$ cat config.mk
export PLATFORM = sky130hd
export DESIGN_NAME = l1_data_cache_hitrate_ctrl
export DESIGN_NICKNAME = d
export VERILOG_FILES = /design/src/rtl/l1_data_cache_hitrate_ctrl.sv
export SDC_FILE = /design/constraint.sdc
export NUM_CORES = 1
export LEC_CHECK = 0
export CAP_MARGIN = 10
export CORE_ASPECT_RATIO = 1.25
export CORE_UTILIZATION = 50
export CTS_BUF_LIST = sky130_fd_sc_hd__clkbuf_8
export DETAILED_ROUTE_END_ITERATION = 8
export PLACE_DENSITY = 0.85
export SETUP_SLACK_MARGIN = 0.15
export SYNTH_ARGS = -nofsm -noshare
export SYNTH_HDL_FRONTEND = slang
export SYNTH_SLANG_ARGS = --single-unit
$ cat constraint.sdc
create_clock -name iCLOCK -period 3.3 [get_ports iCLOCK]
set_clock_uncertainty 0.1 [all_clocks]
set_input_delay 0.33 -clock iCLOCK [delete_from_list [all_inputs] [get_ports iCLOCK]]
set_output_delay 0.33 -clock iCLOCK [all_outputs]
set_load 0.01 [all_outputs]
$ cat src/rtl/l1_data_cache_hitrate_ctrl.sv
// L1 data-cache hit-rate monitor: every 100 accesses it samples the hit counter,
// classifies the hit rate into LOW/MID/HIGH with hysteresis, and exposes a status read port.
module l1_data_cache_hitrate_ctrl #(
    parameter int P_SETTLE = 4,
    parameter int P_HYST   = 5
) (
    input  logic        iCLOCK,
    input  logic        inRESET,
    input  logic        iENABLE,
    input  logic        iCACHE_VALID,
    input  logic [6:0]  iINFO_COUNT,
    input  logic [6:0]  iTHRESH_LOW,
    input  logic [6:0]  iTHRESH_HIGH,
    input  logic        iRD_REQ,
    output logic        oRD_ACK,
    output logic [24:0] oRD_DATA,
    output logic        oSAMPLE_VALID,
    output logic [6:0]  oSAMPLE_COUNT,
    output logic [1:0]  oLEVEL,
    output logic        oLEVEL_CHANGE,
    output logic [15:0] oWINDOW_CNT,
    output logic        oCFG_ERR
);

    typedef enum logic [1:0] {IDLE, FILL, SETTLE, SAMPLE} state_t;

    localparam logic [1:0] LVL_LOW  = 2'b00;
    localparam logic [1:0] LVL_MID  = 2'b01;
    localparam logic [1:0] LVL_HIGH = 2'b10;
    localparam logic [3:0] SETTLE_LAST = 4'(P_SETTLE - 1);
    localparam logic [7:0] HYST8 = 8'(P_HYST);

    state_t      state;
    logic [6:0]  acc_cnt;
    logic [3:0]  timer;
    logic [6:0]  acc_inc;
    logic [6:0]  smp_clamped;
    logic [1:0]  level_eval;
    logic [15:0] window_nxt;
    logic        cfg_bad;
    logic        do_sample;
    logic        next_is_sample;

    function automatic logic [6:0] clamp_sample(input logic [6:0] v);
        return (v > 7'd100) ? 7'd100 : v;
    endfunction

    function automatic logic [15:0] sat_inc16(input logic [15:0] v);
        return (v == 16'hFFFF) ? v : v + 16'd1;
    endfunction

    // Exit thresholds are formed 8 bits wide so neither sum nor difference wraps.
    function automatic logic [7:0] low_exit(input logic [6:0] lo);
        logic [7:0] s;
        s = {1'b0, lo} + HYST8;
        return (s > 8'd100) ? 8'd100 : s;
    endfunction

    function automatic logic [7:0] high_exit(input logic [6:0] hi);
        return ({1'b0, hi} > HYST8) ? ({1'b0, hi} - HYST8) : 8'd0;
    endfunction

    assign acc_inc        = acc_cnt + 7'(iCACHE_VALID);
    assign smp_clamped    = clamp_sample(iINFO_COUNT);
    assign cfg_bad        = (iTHRESH_LOW > iTHRESH_HIGH);
    assign window_nxt     = sat_inc16(oWINDOW_CNT);
    assign do_sample      = iENABLE && (state == SAMPLE);
    assign next_is_sample = iENABLE && (state == SETTLE) && (timer == SETTLE_LAST);

    always_comb begin
        level_eval = oLEVEL;
        if (!cfg_bad) begin
            if (smp_clamped > iTHRESH_HIGH)
                level_eval = LVL_HIGH;
            else if (smp_clamped < iTHRESH_LOW)
                level_eval = LVL_LOW;
            else if ((oLEVEL == LVL_LOW) && ({1'b0, smp_clamped} >= low_exit(iTHRESH_LOW)))
                level_eval = LVL_MID;
            else if ((oLEVEL == LVL_HIGH) && ({1'b0, smp_clamped} <= high_exit(iTHRESH_HIGH)))
                level_eval = LVL_MID;
        end
    end

    always_ff @(posedge iCLOCK) begin
        if (!inRESET) begin
            state         <= IDLE;
            acc_cnt       <= 7'd0;
            timer         <= 4'd0;
            oLEVEL        <= LVL_MID;
            oSAMPLE_COUNT <= 7'd0;
            oWINDOW_CNT   <= 16'd0;
            oSAMPLE_VALID <= 1'b0;
            oLEVEL_CHANGE <= 1'b0;
            oCFG_ERR      <= 1'b0;
            oRD_ACK       <= 1'b0;
            oRD_DATA      <= 25'd0;
        end else begin
            oSAMPLE_VALID <= 1'b0;
            oLEVEL_CHANGE <= 1'b0;
            oRD_ACK       <= 1'b0;
            if (!iENABLE) begin
                state    <= IDLE;
                acc_cnt  <= 7'd0;
                timer    <= 4'd0;
                oCFG_ERR <= 1'b0;
            end else begin
                case (state)
                    IDLE: begin
                        state   <= FILL;
                        acc_cnt <= 7'd0;
                        timer   <= 4'd0;
                    end
                    FILL: begin
                        if (iCACHE_VALID) begin
                            if (acc_cnt == 7'd99) begin
                                acc_cnt <= 7'd0;
                                timer   <= 4'd0;
                                state   <= SETTLE;
                            end else begin
                                acc_cnt <= acc_cnt + 7'd1;
                            end
                        end
                    end
                    SETTLE: begin
                        acc_cnt <= acc_inc;
                        if (timer == SETTLE_LAST)
                            state <= SAMPLE;
                        else
                            timer <= timer + 4'd1;
                    end
                    SAMPLE: begin
                        // Accesses seen while settling/sampling belong to the next window.
                        acc_cnt       <= acc_inc;
                        timer         <= 4'd0;
                        state         <= FILL;
                        oSAMPLE_COUNT <= smp_clamped;
                        oSAMPLE_VALID <= 1'b1;
                        oWINDOW_CNT   <= window_nxt;
                        oLEVEL        <= level_eval;
                        oLEVEL_CHANGE <= (level_eval != oLEVEL);
                        if (cfg_bad)
                            oCFG_ERR <= 1'b1;
                    end
                endcase
            end
            // An ack that would land in SAMPLE waits one cycle so it reports the new sample.
            if (iRD_REQ && !oRD_ACK && !next_is_sample) begin
                oRD_ACK  <= 1'b1;
                oRD_DATA <= do_sample ? {level_eval, smp_clamped, window_nxt}
                                      : {oLEVEL, oSAMPLE_COUNT, oWINDOW_CNT};
            end
        end
    end

endmodule
# == Word-level counts from Yosys, hierarchy flattened ==
# Cells that the tools add are included.
# op_classes
addsub,6
n_lt_le_gt_ge,8
eq_ne,12
mux,23
reduce_logical,19
# ops
cell,count
2-to-1 mux 25 bit,1
2-to-1 mux 7 bit,3
one-hot mux 7 bit (3 select lines),1
"adder 16 x 1 -> 16 bit, second input constant",1
"== test 16 bit, second input constant",1
2-to-1 mux 16 bit,1
2-to-1 mux 2 bit,8
2-to-1 mux 8 bit,2
greater-than comparator 7 bit,2
2-to-1 mux 4 bit,3
one-hot mux 4 bit (3 select lines),1
AND reduction 3 bit,3
"adder 7 x 3 -> 8 bit, second input constant",1
greater-or-equal comparator 7 x 8 -> 1 bit,1
"greater-than comparator 8 x 7 -> 1 bit, second input constant",1
<= comparator 7 x 8 -> 1 bit,1
"subtractor 7 x 3 -> 8 bit, second input constant",1
adder 7 x 1 -> 7 bit,1
"adder 7 x 1 -> 7 bit, second input constant",1
"== test 7 bit, second input constant",1
"greater-than comparator 7 x 3 -> 1 bit, second input constant",1
"greater-than comparator 7 bit, second input constant",1
logical AND 1 bit,7
< comparator 7 bit,1
13 further kinds,23
# totals
ff_bits,67
inputBits,26
output_inout_bits,54
wordCells,79

# == Longest topological paths before layout ==
# Gate-level depths: netlist of run 1.
# logic_depth
ltp_word,10
depth_mapped,14
depth_no_buf,14

# == Worst setup path after synthesis of run 1 ==
# OpenSTA, ideal clock, no wires.
# synth_timing
path_kind,input-to-reg
from,in iTHRESH_LOW[0]
to,reg oRD_DATA[23]
setup_ns,0.136
arrival_ns,2.522
slack_ns,0.542
path_stages,13
path_buffers,0
path_cell_list,a21oi_1 > nor2b_1 > o21ai_0 > a22o_1 > a22oi_1 > nand2_1 > ha_1 > o21ai_0 > a21oi_1 > o31ai_1 > a22oi_2 > a21oi_1 > o32ai_2
# synth_between
elab_chain_len,10
word_cells_on_any_way,12
# synth_lines
item,line,text
start: declaration,12,"input logic [6:0] iTHRESH_LOW,"
adder 7 x 3 -> 8 bit,55,"s = {1'b0, lo} + HYST8;"
greater-than comparator 8 x 7 -> 1 bit,56,return (s > 8'd100) ? 8'd100 : s;
2-to-1 mux 8 bit,56,
greater-or-equal comparator 7 x 8 -> 1 bit,77,"else if ((oLEVEL == LVL_LOW) && ({1'b0, smp_clamped} >= low_exit(iTHRESH_LOW)))"
logical AND 1 bit,77,
2-to-1 mux 2 bit,77,
2-to-1 mux 2 bit,75,else if (smp_clamped < iTHRESH_LOW)
2-to-1 mux 2 bit,73,if (smp_clamped > iTHRESH_HIGH)
2-to-1 mux 2 bit *,72,if (!cfg_bad) begin
2-to-1 mux 25 bit *,149,"oRD_DATA <= do_sample ? {level_eval, smp_clamped, window_nxt}"
end signal: assignment,149,
end: declaration,16,"output logic [24:0] oRD_DATA,"
# Every way passes the cells marked *; elsewhere a longest branch is shown, timed or not.
# A chain may end at the register's enable or synchronous reset.

# == Worst setup path in the final report of run 1 ==
# Ends and elaborated chain as after synthesis.

==> results by group, run 1 <==
STA
  – Unrepaired setup endpoints after global routing: false
  – Achievable clock frequency: 339 MHz
  – Total negative slack for setup checks: 0 ps
  – Max-slew violations: 0
  – Hold violation count in the final report: 0
  – Least-Margin Pin Slew: 652 ps
  – Slew headroom: 56.4%
  – Post-route minimum period: 2950 ps
  – Final period util: 89.4%
  – Final setup violation count: 0
  – Min Hold Slack: 371 ps

Die
  – Die Area: 8650 um2
  – Number of ports placed on the die boundary: 80
  – DIE HEIGHT: 104 um
  – Horiz. Die Dim: 83.4 um
  – Starting utilization of the core area: 52.2%
  – Core Footprint: 7930 um2
  – FP Rows: 36

Flow run
  – Max cap viols: 0

Clock network
  – Max H-tree Level: 3
  – Clock-pin slew on the worst setup and hold paths: 80 ps
  – Buffer cell driving the clock tree root: sky130_fd_sc_hd__clkbuf_8
  – Number of buffers added to fix hold violations after cts: 0
  – Number of buffers between clock root and the deepest sink: 2
  – Inserted Clock Buffers: 9
  – Clock tree from TritonCTS: built
  – Clock latency on the worst-skew pair: 350 ps
  – Number of clock sinks seen by CTS: 67

Global routing
  – Pin count of the biggest net entering global routing: 38
  – Wire length of the first global-routing pass: 17.9 mm
  – Global routing usage on met3: 5.18%
  – Most heavily used metal layer in global routing: met2
  – Global routing met1 resource utilization: 28.2%
  – Number of antenna violations at the first check in global routing: 0
  – Total overflow reported by the global router: 0
  – Aggregate global-route resource usage: 25.1%
  – Number of global-route vias before repair: 3917
  – Met2 usage: 44.9%

Placement
  – Detailed placer's ending HPWL: 8.23 mm
  – Port-buffer cells: 79
  – Routability cong.: 0.907
  – Placed instance count: 671
  – Total cell area at the placement stage: 5140 um2

Critical path
  – Depth of the most critical reg-to-reg path: 7
  – Critical path class: input pin to register
  – Crit path launch type: input pin
  – Maximum net fanout on the critical path: 4
  – CP Data Required Time: 3430 ps
  – Element type at the critical path end: register
  – Data arrival, critical path: 3080 ps

Power
  – Power density normalized to cell area: 365 nW/um2
  – Standby leakage power: 2.17 nW
  – Max rail drop VDD: 0.306 mV
  – Overall power of the completed layout: 1.96 mW

Yosys
  – Fraction of registers with async set/reset: 0%
  – Mean post-synth cell area: 8.38 um2
  – Post-Synth Adder-Cell Area: 14.2%
  – Number of synthesized flops with an enable pin: 0
  – Fraction of synthesized cell area taken by the top area cell type: 32.4%
  – Cell count after synthesis: 494
  – Synthesized-area fraction occupied by and/or/nand/nor cells: 21.2%
  – Number of synthesized register bits: 67
  – Compound-Gate Fraction of Synth Area: 20.8%
  – Proportion of synthesized chip area in sequential cells: 32.4%
  – Cell area after synthesis: 4140 um2
  – Largest area contributor in the synthesized netlist: sky130_fd_sc_hd__dfxtp_1
  – Portion of netlist area occupied by mux cells: 2.99%
  – Biggest area contributors in the synthesized netlist: sky130_fd_sc_hd__dfxtp_1 (32%), sky130_fd_sc_hd__ha_1 (14%), sky130_fd_sc_hd__nor2_1 (6.2%)
  – Post-Syn Nets: 567
  – Count of distinct cell types in the synthesized netlist: 58
  – Main combinational cell family by area after synthesis: simple AND/OR/NAND/NOR gates
  – Top FF cell, synth: sky130_fd_sc_hd__dfxtp_1
  – Post-synthesis xor/xnor area fraction: 4.45%
  – Count of synthesis-stage warnings from yosys: 0

Hold path
  – Worst hold-check path type: register to register
  – Worst hold path cell count: 1

Routing
  – Overall via count from detail_route: 3989
  – Wire per inst: 15.9 um
  – Final Routed Wirelength: 11.0 mm
  – Drt initial violations: 142
  – Post-DRT Antenna Nets: 0
  – Post-route DRC violation count: 0
  – Initial DRT Pass Iterations: 6
  – Post-detailed-route via-to-cell ratio: 5.79

Finish
  – Proportion of layout cells with a drive suffix above 1: 9.93%
  – Fin area: 5370 um2
  – Final-stage net count: 662
  – Most frequent standard cell in the layout excluding fill and tap cells: sky130_fd_sc_hd__clkdlybuf4s50_1
  – Number of standard cells in the final layout excluding fillers: 689
  – Most used cells in the layout excluding fill and tap cells: sky130_fd_sc_hd__clkdlybuf4s50_1 (79), sky130_fd_sc_hd__nor2_1 (68), sky130_fd_sc_hd__dfxtp_1 (67)
  – Diodes inserted: 0
  – Area taken by multi-input logic gates: 2650 um2
  – FF/Latch Area: 1340 um2
  – Count of fill cells added during filler insertion: 614
  – Layout area overhead: 29.8%

Run status
  – Run status: finished clean
cells in the mapped netlist (7+ instances only):
library cell and n:
sky130_fd_sc_hd__and3_1 8, sky130_fd_sc_hd__a21oi_1 26, sky130_fd_sc_hd__o21ai_0 22, sky130_fd_sc_hd__mux2i_1 9
sky130_fd_sc_hd__xnor2_1 10, sky130_fd_sc_hd__nand2_1 40, sky130_fd_sc_hd__clkbuf_1 14, sky130_fd_sc_hd__dfxtp_1 67
sky130_fd_sc_hd__nor2_1 68, sky130_fd_sc_hd__and2_1 10, sky130_fd_sc_hd__a211oi_1 19, sky130_fd_sc_hd__ha_1 47
sky130_fd_sc_hd__nor3_1 7, sky130_fd_sc_hd__inv_1 23, sky130_fd_sc_hd__nand3_1 13, sky130_fd_sc_hd__xor2_1 11
per-layer routing:
layer | part of all wire (%) | wire [um]
met1 | 42 | 4610
met2 | 49 | 5410
met3 | 4.7 | 520
met4 | 3.8 | 421
met5 | 0 | 0
sequential cells by signal, summed over array words and instances, names as in the netlist, 2 cells and up:
register	flops
oWINDOW_CNT	16
state	2
acc_cnt	7
timer	4
oRD_DATA	25
oSAMPLE_COUNT	7
oLEVEL	2
repair_timing:
action | CTS | global route
setup buffers | 0 | 2
setup endpoints to repair | 0 | 3
gates resized for setup | 0 | 3
power breakdown:
part	total (mW)	switching, mW	leakage, nW	internal (mW)
registers	0.839	0.0114	0.544	0.827
logic	0.405	0.217	1.53	0.188
clock network	0.715	0.353	0.102	0.362
total	1.96	0.582	2.17	1.38
layout make-up:
class	instances	share of cell area [%]
Timing Repair Buffer	102	17.9
Sequential cell	67	25.0
Tap cell	95	2.21
Inverter	24	1.68
Multi-Input combinational cell	385	49.4
Clock inverter	7	1.51
Clock buffer	9	2.31
logic make-up (layout without fill, tap and decap cells):
family                     after synthesis  in the layout
and+or+nand+nor                        181            181
buffers and inverters                   42            142
adders and majority gates               47             47
AOI/OAI and AO/OA                      124            124
muxes                                   12             12
xor gates and xnor gates                21             21
DFF                                     67             67
worst paths after layout:
kind | slack, ps | to | start
hold / removal | 370 | oCFG_ERR$_SDFFE_PN0P_ | oCFG_ERR$_SDFFE_PN0P_
setup reg to reg | 910 | oRD_DATA[15]$_SDFFE_PN0P_ | state[1]$_SDFFE_PN0P_
hold reg to reg | 370 | oCFG_ERR$_SDFFE_PN0P_ | oCFG_ERR$_SDFFE_PN0P_
setup / recovery | 350 | oRD_DATA[23]$_SDFFE_PN0P_ | iTHRESH_LOW[0]
stage by stage:
| step | setup WS, ps | utilization, % |
|---|---|---|
| 2_1_floorplan | 542 | - |
| 3_3_place_gp | 44.8 | 64.8 |
| 3_5_place_dp | -99.7 | 64.8 |
| 4_1_cts | 225 | 67.4 |
| 5_1_grt | 147 | 67.7 |
| 6_report | 350 | 67.7 |
worst max-delay path: stages:
cell	delay, ps
sky130_fd_sc_hd__clkdlybuf4s50_1	520
sky130_fd_sc_hd__ha_1	180
sky130_fd_sc_hd__nor2_1	70
sky130_fd_sc_hd__nor2b_1	140
sky130_fd_sc_hd__o21ai_0	100
sky130_fd_sc_hd__a22o_1	190
sky130_fd_sc_hd__a22oi_2	220
sky130_fd_sc_hd__nand2_1	100
sky130_fd_sc_hd__ha_1	280
sky130_fd_sc_hd__o21ai_1	150
sky130_fd_sc_hd__a21oi_1	60
sky130_fd_sc_hd__o31ai_1	290
sky130_fd_sc_hd__a22oi_2	140
sky130_fd_sc_hd__a21oi_1	210
sky130_fd_sc_hd__o32ai_2	90
Note: power is estimated with default switching activity, not from simulation.
==> run 2, diff against run 1 <==
--- a/config.mk
+++ b/config.mk
@@ -8,9 +8,9 @@
 export CAP_MARGIN = 10
 export CORE_ASPECT_RATIO = 1.25
 export CORE_UTILIZATION = 50
-export CTS_BUF_LIST = sky130_fd_sc_hd__clkbuf_8
 export DETAILED_ROUTE_END_ITERATION = 8
 export PLACE_DENSITY = 0.85
+export REMOVE_ABC_BUFFERS = 1
 export SETUP_SLACK_MARGIN = 0.15
 export SYNTH_ARGS = -nofsm -noshare
 export SYNTH_HDL_FRONTEND = slang
==> run 2 against run 1 <==
Effect of this change:
- global-route usage increased by 0.40 points
- worst setup slack worse by 20 ps
- routed wire length shrank 1.5%
- sequential power is essentially flat
- flip-flop and latch count did not move
- utilization decreased by 0.39 points
- register-to-register slack lost 20 ps
- cell area is 0.58% lower
- critical path depth fell by 3
- die area did not move
- critical path type unchanged
==> results by group, run 2 (synthesized netlist as in run 1, its figures left out) <==
Placement
  – Port-buffer cells: 79 (unchanged)
  – Placed instance count: 667 (-0.60%)
  – Detailed placer's ending HPWL: 8.12 mm (-1.3%)
  – Routability cong.: 0.961 (+5.9%)
  – Total cell area at the placement stage: 5110 um2 (-0.58%)

Finish
  – Most used cells in the layout excluding fill and tap cells: sky130_fd_sc_hd__clkdlybuf4s50_1 (79), sky130_fd_sc_hd__nor2_1 (68), sky130_fd_sc_hd__dfxtp_1 (67)
  – Number of standard cells in the final layout excluding fillers: 684 (-0.73%)
  – Count of fill cells added during filler insertion: 638 (+3.9%)
  – Diodes inserted: 0 (unchanged)
  – Flip-flop count of the largest register, all copies and words added: 25 (unchanged)
  – Top reg by flops: oRD_DATA
  – Most frequent standard cell in the layout excluding fill and tap cells: sky130_fd_sc_hd__clkdlybuf4s50_1
  – Largest registers in the final layout: oRD_DATA: 25 flops, oWINDOW_CNT: 16 flops
  – Final-stage net count: 657 (-0.76%)
  – Layout area overhead: 29.0%
  – Fin area: 5340 um2 (-0.58%)
  – Proportion of layout cells with a drive suffix above 1: 9.51% (-0.43 points)

Global routing
  – Wire length of the first global-routing pass: 18.0 mm (+0.42%)
  – Total overflow reported by the global router: 0 (unchanged)
  – Number of antenna violations at the first check in global routing: 0 (unchanged)
  – Number of global-route vias before repair: 3958 (+1.0%)
  – Pin count of the biggest net entering global routing: 38 (unchanged)
  – Aggregate global-route resource usage: 25.5% (+0.40 points)

Clock network
  – Inserted Clock Buffers: 9 (unchanged)
  – Max H-tree Level: 3 (unchanged)
  – Buffer cell driving the clock tree root: sky130_fd_sc_hd__clkbuf_8
  – Number of buffers added to fix hold violations after cts: 0 (unchanged)
  – Clock latency on the worst-skew pair: 350 ps (about the same)
  – Clock tree from TritonCTS: built
  – Number of buffers between clock root and the deepest sink: 2 (unchanged)
  – Clock-pin slew on the worst setup and hold paths: 80 ps (about the same)
  – Number of clock sinks seen by CTS: 67 (unchanged)

Critical path
  – Cells along the critical path: clkdlybuf4s50_1 -> inv_1 -> ha_1 -> nand2b_1 -> o21bai_1 -> o21ai_0 -> ha_1 -> nand4_1 -> o221ai_1 -> a21oi_2 -> o31ai_1 -> a31oi_1
  – Maximum net fanout on the critical path: 5 (+1)
  – Critical path class: input pin to register
  – Buffers plus inverters on the worst setup path: 2 (+1)
  – Delay-heaviest family, CP: compound AO/OA/AOI/OAI gates
  – Cell seen most often among critical-path stages: sky130_fd_sc_hd__ha_1
  – CP Data Required Time: 3440 ps (about the same)
  – Data arrival, critical path: 3110 ps (+30 ps)
  – Longest individual stage delay on the worst path: 510 ps (about the same)
  – Crit path launch type: input pin
  – Element type at the critical path end: register
  – Crit-path slowest cell: sky130_fd_sc_hd__clkdlybuf4s50_1

Power
  – Max rail drop VDD: 0.330 mV (+8.0%)
  – Standby leakage power: 2.15 nW (-1.1%)
  – Overall power of the completed layout: 1.94 mW (-0.89%)
  – Power density normalized to cell area: 364 nW/um2 (-0.31%)

Routing
  – Final Routed Wirelength: 10.8 mm (-1.5%)
  – Met2 Routed Length: 5.42 mm (+0.30%)
  – Drt initial violations: 166 (+17%)
  – Highest signal layer in the routed design: met4
  – Wl on met1: 4.40 mm (-4.6%)
  – Post-DRT Antenna Nets: 0 (unchanged)
  – Overall via count from detail_route: 3953 (-0.90%)
  – Post-route DRC violation count: 0 (unchanged)
  – Initial DRT Pass Iterations: 4 (-2)
  – Post-detailed-route via-to-cell ratio: 5.78 (-0.18%)
  – Wire per inst: 15.8 um (-0.75%)
  – Met3 layer wire length in the routed design: 552 um (+6.2%)

STA
  – Final period util: 90.0% (+0.61 points)
  – Max-slew violations: 0 (unchanged)
  – Unrepaired setup endpoints after global routing: false
  – Post-route minimum period: 2970 ps (+20.0 ps)
  – Final setup violation count: 0 (unchanged)
  – Hold violation count in the final report: 0 (unchanged)
  – Achievable clock frequency: 337 MHz (-0.67%)
  – Least-Margin Pin Slew: 628 ps (-23.9 ps)
  – Slew headroom: 58.0% (+1.6 points)
  – Total negative slack for setup checks: 0 ps (unchanged)

Die
  – Starting utilization of the core area: 52.2% (unchanged)
  – Core Footprint: 7930 um2 (unchanged)
  – DIE HEIGHT: 104 um (unchanged)
  – FP Rows: 36 (unchanged)
  – Die Area: 8650 um2 (unchanged)
  – Number of ports placed on the die boundary: 80 (unchanged)
  – Horiz. Die Dim: 83.4 um (unchanged)

Run status
  – Run status: finished clean

Flow run
  – Max cap viols: 0 (unchanged)

Hold path
  – Worst hold-check path type: register to register
[run 2: changes by cell type in the layout (fill, tap and decap cells not counted)]
cell and change:
sky130_fd_sc_hd__a21oi_2 +1, sky130_fd_sc_hd__o21ai_1 -1, sky130_fd_sc_hd__clkinv_4 +1, sky130_fd_sc_hd__a21oi_1 -1
sky130_fd_sc_hd__inv_6 -1, sky130_fd_sc_hd__buf_4 -5, sky130_fd_sc_hd__nor2b_2 +1, sky130_fd_sc_hd__nor2b_1 -1
sky130_fd_sc_hd__o21ai_0 +1
[run 2: repair_timing]
item	4_1_cts	5_1_grt
endpoints found under the hold margin	0	0
setup buffers	0	1
gates resized for setup	0	4
endpoints found under the setup margin	0	3
[run 2: path summary, 6_finish.rpt]
kind | startpoint | to | slack, ps | cells past startpoint
setup / recovery | iTHRESH_HIGH[1] | oLEVEL_CHANGE$_SDFF_PN0_ | 330 | 12
hold / removal | oRD_DATA[10]$_SDFFE_PN0P_ | oRD_DATA[10]$_SDFFE_PN0P_ | 390 | 2
setup reg to reg | state[0]$_SDFFE_PN0P_ | oRD_DATA[18]$_SDFFE_PN0P_ | 890 | 7
hold reg to reg | oRD_DATA[10]$_SDFFE_PN0P_ | oRD_DATA[10]$_SDFFE_PN0P_ | 390 | 2
[run 2: per-layer routing]
| layer | vias to the layer above | GRT usage (%) |
|---|---|---|
| li1 | 1959 | - |
| met1 | 1849 | 29.3 |
| met2 | 110 | 44.7 |
| met3 | 35 | 3.82 |
| met4 | 0 | 14.5 |
| met5 | - | 0 |
[run 2: tightest hold or removal path, delay by kind of cell, from the launching register on]
kind | cells | cell delay [ps]
AOI/OAI and AO/OA | 1 | 70
and+or+nand+nor | 1 | 50
DFF | 1 | 320
[run 2: power by group]
part           leakage [nW]  internal [mW]  total (mW)  switching (mW)
registers             0.544          0.827       0.839          0.0121
clock network         0.101          0.360       0.711           0.351
logic                  1.51          0.181       0.391           0.210
total                  2.15           1.37        1.94           0.573
[run 2: layout make-up]
type,count,area [um2],share of cell area [%]
clock buffers,9,124,2.32
inverters,24,90.1,1.69
clock inverters,7,81.3,1.52
well taps,95,119,2.23
multi-input cells,385,2660,49.8
repair buffers,97,926,17.3
flip-flops and latches,67,1340,25.1
[run 2: per-stage QoR]
stage          hold slack (ps)  setup WS, ps  utilization (%)
2_1_floorplan              306           499                -
3_3_place_gp               364          30.7             64.5
3_5_place_dp               371          -113             64.5
4_1_cts                    392           252             67.0
5_1_grt                    417           167             67.3
6_report                   391           330             67.3
==> patch, RTL diff (settings of run 2) <==
Compare `acc_cnt` against `7'd99` with >= in place of ==.
--- a/src/rtl/l1_data_cache_hitrate_ctrl.sv
+++ b/src/rtl/l1_data_cache_hitrate_ctrl.sv
@@ -114,3 +114,3 @@
                         if (iCACHE_VALID) begin
-                            if (acc_cnt == 7'd99) begin
+                            if (acc_cnt >= 7'd99) begin
                                 acc_cnt <= 7'd0;
Formal check against the unedited RTL: no difference found for any inputs over 10 cycles, from zero or initial values and one cycle with inRESET low; that may be too few to reach the edited logic, so the function may still have changed.
==> patch against run 2 <==
- area after synthesis grew 0.51%
- routed wire length grew 1.1%
- worst hold slack worse by 0.031 ns
- power shrank 0.68%
- sequential cell count did not move
- sequential power hardly changed
- cell count grew 2.0%
- highest routed layer unchanged
- worst setup slack worse by 0.038 ns
- final area grew 1.5%
==> patch: results (changes against run 2) <==
Outcome - completed (unchanged)
Fill cells - 633 (was 638)
Tightest Pin Transition - 0.9534 ns (was 0.6285 ns)
Hpwl dp - 8095 um (was 8121 um)
Synth top area cells - dfxtp_1, ha_1, nor2_1, a211oi_1, nand2_1 (was dfxtp_1, ha_1, nor2_1, nand2_1, a211oi_1)
Synth cell types - 60 (was 58)
First-pass GRT wire length - 17710 um (was 18020 um)
Final #Nets - 671 (was 657)
Largest stage delay on the critical path - 0.49 ns (was 0.51 ns)
Post-layout util - 68.32% (was 67.33%)
Area after DPL - 0.005166 mm2 (was 0.005110 mm2)
Largest net degree at the start of global routing - 44 (was 38)
Synth top cells by count - dfxtp_1, nor2_1, ha_1 (was nor2_1, dfxtp_1, ha_1)
Routability cong. - 1.001 (was 0.9612)
Number of DRC markers in iteration 0 - 187 (was 166)
Placed insts - 681 (was 667)
Lkg Pwr - 2.121 nW (was 2.150 nW)
Final WL - 10920 um (was 10800 um)
Vias in the first global route - 3904 (was 3958)
WP data arrival - 3.10 ns (was 3.11 ns)
Sequential area share after synthesis - 32.25% (was 32.42%)
Maximum vdd drop - 484.0 uV (was 329.9 uV)
Ys async rst share - 0% (unchanged)
Syn avg cell area - 8.268 um2 (was 8.376 um2)
Layout cells sized above 1 - 9.784% (was 9.508%)
DR vias/cell - 5.891 (was 5.779)
patch: changes by cell type after synthesis, sizes merged, moves of 4 or more:
cell / before / now
clkbuf: 14 / 18
xor2: 11 / 5
nor2: 68 / 63
o21ai: 23 / 28
nand3: 13 / 24
o22a: 0 / 4
and3: 8 / 3
o22ai: 6 / 2
a21oi: 28 / 24
patch: kinds of logic after synthesis:
logic type               synth area share [%]
AO/OA/AOI/OAI                           21.72
XOR/XNOR                                3.580
adder cells (fa/ha/maj)                 14.14
buffers and inverters                   4.061
flip-flops                              32.25
multiplexers                            2.437
AND/OR/NAND/NOR                         21.81
patch: power by group:
| group | switching (mW) | total (mW) | leakage (nW) | internal (mW) |
|---|---|---|---|---|
| registers | 0.0111 | 0.837 | 0.544 | 0.826 |
| logic | 0.220 | 0.409 | 1.48 | 0.190 |
| clock network | 0.332 | 0.682 | 0.0966 | 0.350 |
| total | 0.562 | 1.93 | 2.12 | 1.37 |
patch: layer usage:
layer	up-vias	global-route usage, %	wire (um)
li1	2031	-	-
met1	1914	28.49	4470
met2	135	44.48	5582
met3	32	5.873	562
met4	0	9.080	306
met5	-	0	0
patch: layout make-up:
class / instances / share of cell area [%]
multi-input combinational: 393 / 49.83
sequential: 67 / 24.76
tap: 95 / 2.195
timing repair buffer: 104 / 18.06
clock inverter: 6 / 1.201
clock buffer: 10 / 2.356
inverter: 23 / 1.594
patch: final timing paths:
check | from | end | slack [ns] | cells past startpoint
min | oRD_DATA[18] | oRD_DATA[18] | 0.36 | 2
max | iTHRESH_HIGH[0] | oRD_DATA[24] | 0.29 | 14
min reg2reg | oRD_DATA[18] | oRD_DATA[18] | 0.36 | 2
max reg2reg | timer[0] | oRD_DATA[10] | 0.68 | 8
patch: timing repair:
action                                  CTS  global route
resized for setup                         1            12
endpoints found under the setup margin    2             5
hold buffers                              0             0
buffers inserted                          0             1
pin swaps                                 0             1
gates cloned                              0             0
patch: worst reg2reg max path: cells and delay by family (launching register included):
kind / cells / cell delay (ns)
AOI/OAI and AO/OA: 1 / 0.21
adders and majority gates: 1 / 0.24
buffers and inverters: 2 / 0.51
DFF: 1 / 0.36
and+or+nand+nor: 4 / 1.13
